<file path="config.mk">
export PLATFORM = sky130hd
export DESIGN_NAME = latch_bank_writer
export DESIGN_NICKNAME = d
export VERILOG_FILES = /design/src/rtl/latch_bank_writer.sv
export SDC_FILE = /design/constraint.sdc
export NUM_CORES = 1
export LEC_CHECK = 0
export CAP_MARGIN = 25
export CELL_PAD_IN_SITES_DETAIL_PLACEMENT = 1
export CELL_PAD_IN_SITES_GLOBAL_PLACEMENT = 2
export CORE_MARGIN = 2
export CORE_UTILIZATION = 29
export CTS_CLUSTER_DIAMETER = 50
export DETAILED_ROUTE_END_ITERATION = 12
export GPL_ROUTABILITY_DRIVEN = 0
export HOLD_SLACK_MARGIN = 0.06
export PLACE_DENSITY = 0.9
export SYNTH_ARGS = -nofsm -noshare
export SYNTH_HDL_FRONTEND = slang
export SYNTH_SLANG_ARGS = --single-unit
</file>
<file path="constraint.sdc">
create_clock -name CLK -period 2.1 [get_ports CLK]
set_input_delay 0.42 -clock CLK [delete_from_list [all_inputs] [get_ports CLK]]
set_output_delay 0.42 -clock CLK [all_outputs]
set_load 0.02 [all_outputs]
</file>
<file path="src/rtl/latch_bank_writer.sv">
// Write sequencer for a transparent-high latch bank: present data, pulse one enable, hold data.
// state | meaning
// IDLE  | waiting for a request; LAT_D keeps the last written word
// SETUP | LAT_D driven, all enables low, counting the setup window
// OPEN  | exactly one enable high, counting the transparent window
// HOLD  | enables low again, LAT_D held, counting the hold window
module latch_bank_writer #(
    parameter int WORDS     = 8,
    parameter int WIDTH     = 8,
    parameter int ADDR_W    = 3,
    parameter int SETUP_CYC = 1,
    parameter int OPEN_CYC  = 1,
    parameter int HOLD_CYC  = 1
) (
    input  logic              CLK,
    input  logic              RST,
    input  logic              WR_VALID,
    output logic              WR_READY,
    input  logic [ADDR_W-1:0] WR_ADDR,
    input  logic [WIDTH-1:0]  WR_DATA,
    output logic [WIDTH-1:0]  LAT_D,
    output logic [WORDS-1:0]  LAT_EN,
    output logic              BUSY,
    output logic              ERR
);

    typedef enum logic [1:0] {IDLE, SETUP, OPEN, HOLD} state_t;

    localparam logic [ADDR_W:0]  WORDS_LIM = (ADDR_W+1)'(WORDS);
    localparam logic [7:0]       SETUP_LD  = 8'(SETUP_CYC - 1);
    localparam logic [7:0]       OPEN_LD   = 8'(OPEN_CYC - 1);
    localparam logic [7:0]       HOLD_LD   = 8'(HOLD_CYC - 1);
    localparam logic [WORDS-1:0] EN_ONE    = WORDS'(1);

    state_t            state, state_nxt;
    logic [7:0]        cnt, cnt_nxt;
    logic [ADDR_W-1:0] addr_q, addr_nxt;
    logic [WIDTH-1:0]  d_nxt;
    logic [WORDS-1:0]  en_nxt;
    logic              err_nxt;
    logic              accept;
    logic              in_range;

    // The ERR cycle after a dropped request also blocks acceptance.
    assign WR_READY = (state == IDLE) && !ERR && !RST;
    assign accept   = WR_VALID && WR_READY;
    assign in_range = {1'b0, WR_ADDR} < WORDS_LIM;
    assign BUSY     = (state != IDLE);

    always_comb begin
        state_nxt = state;
        cnt_nxt   = cnt;
        addr_nxt  = addr_q;
        d_nxt     = LAT_D;
        en_nxt    = LAT_EN;
        err_nxt   = 1'b0;
        case (state)
            IDLE: begin
                en_nxt = '0;
                if (accept) begin
                    if (in_range) begin
                        addr_nxt  = WR_ADDR;
                        d_nxt     = WR_DATA;
                        cnt_nxt   = SETUP_LD;
                        state_nxt = SETUP;
                    end else begin
                        err_nxt = 1'b1;
                    end
                end
            end
            SETUP: begin
                en_nxt = '0;
                if (cnt == 8'd0) begin
                    en_nxt    = EN_ONE << addr_q;
                    cnt_nxt   = OPEN_LD;
                    state_nxt = OPEN;
                end else begin
                    cnt_nxt = cnt - 8'd1;
                end
            end
            OPEN: begin
                if (cnt == 8'd0) begin
                    en_nxt    = '0;
                    cnt_nxt   = HOLD_LD;
                    state_nxt = HOLD;
                end else begin
                    cnt_nxt = cnt - 8'd1;
                end
            end
            HOLD: begin
                en_nxt = '0;
                if (cnt == 8'd0) begin
                    state_nxt = IDLE;
                end else begin
                    cnt_nxt = cnt - 8'd1;
                end
            end
            default: begin
                en_nxt    = '0;
                state_nxt = IDLE;
            end
        endcase
    end

    always_ff @(posedge CLK) begin
        if (RST) begin
            state  <= IDLE;
            cnt    <= 8'd0;
            addr_q <= '0;
            LAT_D  <= '0;
            LAT_EN <= '0;
            ERR    <= 1'b0;
        end else begin
            state  <= state_nxt;
            cnt    <= cnt_nxt;
            addr_q <= addr_nxt;
            LAT_D  <= d_nxt;
            LAT_EN <= en_nxt;
            ERR    <= err_nxt;
        end
    end

endmodule

</file>
==> qor.csv, run 1 <==
stage,metric,value,unit
outcome,status,finished clean,
cells_and_area,Final Net Count,230,
setup_path,CP Buf/Inv Count,2,
sta,Fin. Hold Viols,0,
cts,"Reg clk slew, reported paths",60,ps
cts,worst-skew pair later-pin latency,280,ps
setup_path,Crit Reg-Reg Endpoint,cnt[1],
logic_synthesis,Syn Area/Cell,8.458,sq um
global_route,"Remaining Overflow, GRT",0,
setup_path,Crit path largest cell delay,390,ps
cts,CTS tree,built,
place,Place WS,14.32,ps
setup_path,Critical path origin,state[0],
floorplanning,Die W,74.62,um
route,DR WL/cell,12.77,um
logic_synthesis,Adder-Cell Fraction of Synth Area,6.055,%
logic_synthesis,Post-synth EDFFs,0,
power,Pwr Density,1328,mW/mm^2
place,Port Buf Inserts,31,
setup_path,Crit path max-delay family,buffers and inverters,
logic_synthesis,multiplexer share of the synthesized area,0.6920,%
place,# placed instances,269,
cells_and_area,fin util,41.42,%
setup_path,Crit. End Element,output pin,
floorplanning,initial core utilization,30.42,%
logic_synthesis,share of flip-flops with an asynchronous set or reset,0,%
sta,TNS Setup,0,ps
logic_synthesis,Yosys reg bits,29,
logic_synthesis,Mapped Area,0.001446,sq mm
global_route,first-pass GRT wire length,6051,um
logic_synthesis,post-synthesis compound-gate area fraction,18.94,%
sta,Tcrit/Tclk final,91.13,%
logic_synthesis,Post-Syn Nets,192,
setup_path,worst endpoint required time,1680,ps
sta,slew at the pin with the worst max-slew slack,532.6,ps
logic_synthesis,post-synth top area share,40.14,%
floorplanning,row count,25,
route,final antenna-violating net count,0,
setup_path,worst r2r src,cnt[0],
sta,fin worst setup slack,186.3,ps
floorplanning,Die ar.,0.005568,sq mm
cells_and_area,fin cells,277,
min_path,Min-Delay Path Class,flop to flop,
route,DRT Pass-1 Iters,4,
cts,clk root buf,clkbuf_8,
global_route,vias in the first global route,1264,
route,DRT Wirelength,3536,um
logic_synthesis,Synth Area in Simple Gates,29.24,%
cells_and_area,fraction of layout cells with a size suffix above 1,10.00,%
setup_path,reg2reg setup slack,210,ps
place,placed cell areas,0.001871,sq mm
global_route,initial antenna violation count,0,
cells_and_area,post-route design area,0.001969,sq mm
power,static leakage,0.0007333,uW
floorplanning,core area,0.004755,sq mm
floorplanning,# IOs,33,
sta,Worst Clk Skew,6.882,ps
setup_path,slowest CP cell,dfxtp_1,
run,max-cap violation count,0,
cts,clock sinks,29,
logic_synthesis,Yosys warnings,0,
setup_path,crit path kind,flop to output pin,
setup_path,critical path endpoint,WR_READY,
logic_synthesis,synth cell count leaders,"29 x dfxtp_1, 15 x nand2_1, 14 x a21oi_1, 14 x nand2b_1, 14 x o21ai_0",
setup_path,crit start category,flop,
cells_and_area,area delta synth->final,36.16,%
logic_synthesis,"Seq/Total Area, Yosys",40.14,%
sta,fmax,522.6,MHz
route,routed via count,1362,
cts,CTS Buf Count,5,
logic_synthesis,Gate Count Post-Synth,171,
setup_path,R2R cell count,6,
route,DRC viols,0,
sta,relative slew slack,64.22,%
power,VDD IR-drop max,546.9,uV
min_path,Worst Hold Depth,2,
sta,final setup violating endpoints,0,
setup_path,CP max FO,4,
logic_synthesis,top-count cell post-synth,dfxtp_1,
sta,max-slew violations,0,
sta,fin crit period,1914,ps
logic_synthesis,Synth Flop Type,dfxtp_1,
route,via-per-instance ratio,4.917,
logic_synthesis,Post-Synth XOR/XNOR Area,0,%
global_route,largest net degree at the start of global routing,23,
logic_synthesis,Yosys cell types,39,
cells_and_area,diodes inserted,0,
setup_path,CP Cell Sequence,inv_1 -> ha_1 -> nor2b_1 -> dlygate4sd2_1,
global_route,GRT Overall Usage,14.27,%
cts,clock buffer depth,2,
cts,H-tree Lvls,2,
logic_synthesis,Synth area leaders,"dfxtp_1 40%, ha_1 6.1%, nand2b_1 6.1%",
sta,RSZ-0062 raised after global routing,false,
setup_path,WP data arrival,1490,ps
cts,Setup Buffers After CTS,0,
setup_path,total stage count of the critical path,4,
place,HPWL after DPL,2675,um
logic_synthesis,Synth area leader,dfxtp_1,
logic_synthesis,main combinational cell family by area after synthesis,simple AND/OR/NAND/NOR gates,
floorplanning,die span in y,74.62,um
route,1st-iter DRT viols,52,
where the power goes:
group / switching [uW] / internal [uW]
Clock: 206 / 296
Combinational: 779 / 559
Sequential: 115 / 662
what timing repair did:
action / CTS / global route
gates resized for setup: 2 / 0
hold buffers: 0 / 0
endpoints found under the setup margin: 2 / 0
worst min-delay path by stage:
stage	startpoint	end	slack, ps
finish	LAT_EN[2]	LAT_EN[2]	470
global route	LAT_EN[2]	LAT_EN[2]	500
CTS	LAT_EN[2]	LAT_EN[2]	470
detailed placement	LAT_EN[2]	LAT_EN[2]	470
global placement	LAT_EN[7]	LAT_EN[7]	460
floorplan	cnt[0]	cnt[0]	460
metal layers:
metal	track usage [%]	vias up	routed length [um]	share of wire (%)
met3	3.882	11	151	4.3
met1	18.15	633	1637	46
met5	0	-	0	0
met4	6.548	0	80	2.3
li1	-	685	-	-
met2	22.62	33	1666	47
cell type report:
type                    count  area [sq um]
well taps                  67         83.83
multi-input cells         125         798.3
fillers                   575          2785
clock buffers               7         96.34
inverters                   8         30.03
flip-flops and latches     29         580.6
clock inverters             1         5.005
repair buffers             40         375.4
kinds of logic (layout without fill, tap and decap cells):
family | after synthesis | in the layout
fa+ha+maj | 7 | 7
compound gates | 43 | 43
simple gates | 73 | 73
other cells | 1 | 1
flops | 29 | 29
mux | 1 | 1
buf+inv | 17 | 56
cell usage in the layout, fill, tap and decap left out, drive strengths merged, types with 2 or more instances in the layout:
master	instances
ha	7
nand4	6
dlygate4sd2	2
nor2b	4
or3	2
clkbuf	7
o21ai	14
nand2	15
a31oi	2
a21oi	14
nand3	12
inv	8
nor3	3
or4	2
clkdlybuf4s50	29
and2	3
nor2	5
nand2b	14
buf	9
dfxtp	29
nand3b	2
o31ai	2
registers in the layout, summed over array words and instances, names as in the netlist:
| signal | count |
|---|---|
| LAT_EN | 8 |
| cnt | 8 |
| addr_q | 3 |
| LAT_D | 8 |
| state | 2 |
stage by stage:
| step | total power (uW) | hold WS, ps |
|---|---|---|
| 5_1_grt | 2839 | 496.5 |
| 2_1_floorplan | 1658 | 458.2 |
| 6_report | 2615 | 469.5 |
| 4_1_cts | 2646 | 474.7 |
| 3_5_place_dp | 2147 | 466.2 |
| 3_3_place_gp | 2110 | 456.4 |
tightest hold or removal path, delay by kind of cell, from the launching register on:
| kind | cells | cell delay, ps |
|---|---|---|
| compound gates | 1 | 60 |
| flops | 1 | 310 |
| simple gates | 1 | 60 |
No activity file was read; power rests on OpenSTA's default activity.
==> run 2, diff against run 1 <==
Settings changed: CORE_MARGIN 2 to default.
==> run 2 against run 1 <==
Compared with the run above: count of clock-buffer cells in the layout shrank 1; die area shrank 5.3%; routed wire length grew 2.1%; clock skew is essentially flat; worst setup slack lost 17 ps; flip-flop and latch count is the same; total power shrank 1.4%; final area shrank 0.19%; sequential power is essentially flat; cell count grew 0.72%; fmax shrank 0.90%; sequential share of layout area grew 0.056 points; critical path type unchanged; largest cell class unchanged; largest power group unchanged; highest routed layer unchanged.
==> qor.csv, run 2 (same netlist as run 1, synthesis figures left out) <==
stage,metric,value,unit
outcome,status,finished clean,
floorplanning,# IOs,33,
power,VDD IR-drop max,520.4,uV
global_route,GRT Overall Usage,14.86,%
cells_and_area,fraction of layout cells with a size suffix above 1,10.38,%
floorplanning,Die W,72.62,um
sta,Tcrit/Tclk final,91.96,%
route,DRT Wirelength,3610,um
setup_path,Crit Reg-Reg Endpoint,cnt[1],
cells_and_area,Register Area,580.6,sq um
cells_and_area,fill count,598,
setup_path,crit path kind,flop to output pin,
route,DRC viols,0,
setup_path,Critical path origin,state[0],
cells_and_area,area delta synth->final,35.90,%
setup_path,critical path endpoint,WR_READY,
cts,CTS tree,built,
cts,clock sinks,29,
route,routed via count,1366,
cts,Post-CTS Hold Buffers,0,
cts,clock buffer depth,2,
sta,final setup violating endpoints,0,
cts,"Reg clk slew, reported paths",70,ps
route,final antenna-violating net count,0,
floorplanning,die span in y,72.62,um
setup_path,Crit. End Element,output pin,
sta,RSZ-0062 raised after global routing,false,
sta,Worst Clk Skew,6.658,ps
setup_path,worst endpoint required time,1680,ps
route,via-per-instance ratio,4.896,
place,HPWL after DPL,2588,um
setup_path,worst r2r src,cnt[0],
route,DRT Pass-1 Iters,4,
cells_and_area,biggest regs,"LAT_D x8, LAT_EN x8, cnt x8",
sta,Fin. Hold Viols,0,
cells_and_area,"commonest non-fill, non-tap cells in the layout","29 x dfxtp_1, 29 x clkdlybuf4s50_1, 15 x nand2_1",
floorplanning,core area,0.004755,sq mm
min_path,Min-Delay Path Class,flop to flop,
cells_and_area,fin util,41.34,%
cts,worst-skew pair later-pin latency,280,ps
route,1st-iter DRT viols,63,
setup_path,reg2reg setup slack,230,ps
place,Port Buf Inserts,31,
power,Pwr Density,1313,mW/mm^2
setup_path,CP max FO,6,
sta,TNS Setup,0,ps
route,DR WL/cell,12.94,um
cts,CTS Buf Count,5,
power,static leakage,0.0007324,uW
setup_path,WP data arrival,1510,ps
global_route,first-pass GRT wire length,6072,um
cts,clk root buf,clkbuf_8,
cells_and_area,diodes inserted,0,
global_route,vias in the first global route,1365,
run,max-cap violation count,0,
global_route,initial antenna violation count,0,
global_route,largest net degree at the start of global routing,25,
setup_path,R2R cell count,6,
sta,max-slew violations,0,
floorplanning,row count,25,
cells_and_area,area occupied by multi-input gates,798.3,sq um
floorplanning,Die ar.,0.005274,sq mm
sta,fin crit period,1931,ps
power,Pwr Total,2580,uW
cells_and_area,Final Net Count,232,
cts,H-tree Lvls,2,
floorplanning,initial core utilization,30.42,%
global_route,"Remaining Overflow, GRT",0,
setup_path,crit start category,flop,
sta,fmax,517.8,MHz
[run 2: cell types whose count changed in the layout (fill, tap and decap cells not counted)]
| cell | previous run | this run |
|---|---|---|
| clkbuf_8 | 7 | 5 |
| buf_4 | 9 | 11 |
| clkbuf_1 | 0 | 1 |
| clkinv_2 | 1 | 2 |
[run 2: per-stage QoR]
step                worst slack, ps  hold slack [ps]  std cells  area, sq um
floorplan                     356.4            458.2        171         1446
global placement              54.37            459.0        271         1886
detailed placement            17.05            466.8        271         1886
CTS                           143.9            473.6        279         1966
global route                  76.04            496.5        279         1966
finish                        168.9            470.0        279         1966
[run 2: report_power, final]
group / switching, uW / internal, uW
registers: 118 / 662
logic: 783 / 570
clock network: 219 / 229
total: 1120 / 1460
[run 2: repair_timing]
action                                  in CTS  in global routing
endpoints found under the setup margin       2                  0
hold endpoints to repair                     0                  0
resized for setup                            2                  0
setup buffers                                0                  0
[run 2: worst min-delay path by stage]
stage	from	end	slack (ps)	cells past startpoint
finish	LAT_EN[7]	LAT_EN[7]	470	2
global route	LAT_EN[5]	LAT_EN[5]	500	2
CTS	LAT_EN[1]	LAT_EN[1]	470	2
detailed placement	LAT_EN[5]	LAT_EN[5]	470	2
global placement	LAT_EN[1]	LAT_EN[1]	460	2
floorplan	cnt[0]	cnt[0]	460	2
[run 2: area by class of cell]
class / instances / area share [%]
Tap cell: 67 / 4.265
Multi-Input combinational cell: 125 / 40.61
Inverter: 8 / 1.528
Timing Repair Buffer: 42 / 19.86
Clock buffer: 6 / 3.692
Sequential cell: 29 / 29.54
Clock inverter: 2 / 0.5092
[run 2: per-layer routing]
| layer | global-route usage, % | vias up | part of all wire (%) |
|---|---|---|---|
| met2 | 25.55 | 32 | 49 |
| met3 | 4.972 | 4 | 4.3 |
| li1 | - | 690 | - |
| met1 | 16.71 | 640 | 46 |
| met5 | 0 | - | 0 |
| met4 | 6.536 | 0 | 1.4 |
[run 2: critical path, stage by stage (launching register included)]
cell and delay [ps]:
dfxtp_1 390, inv_1 80, ha_1 270, nor2b_1 160, dlygate4sd2_1 320
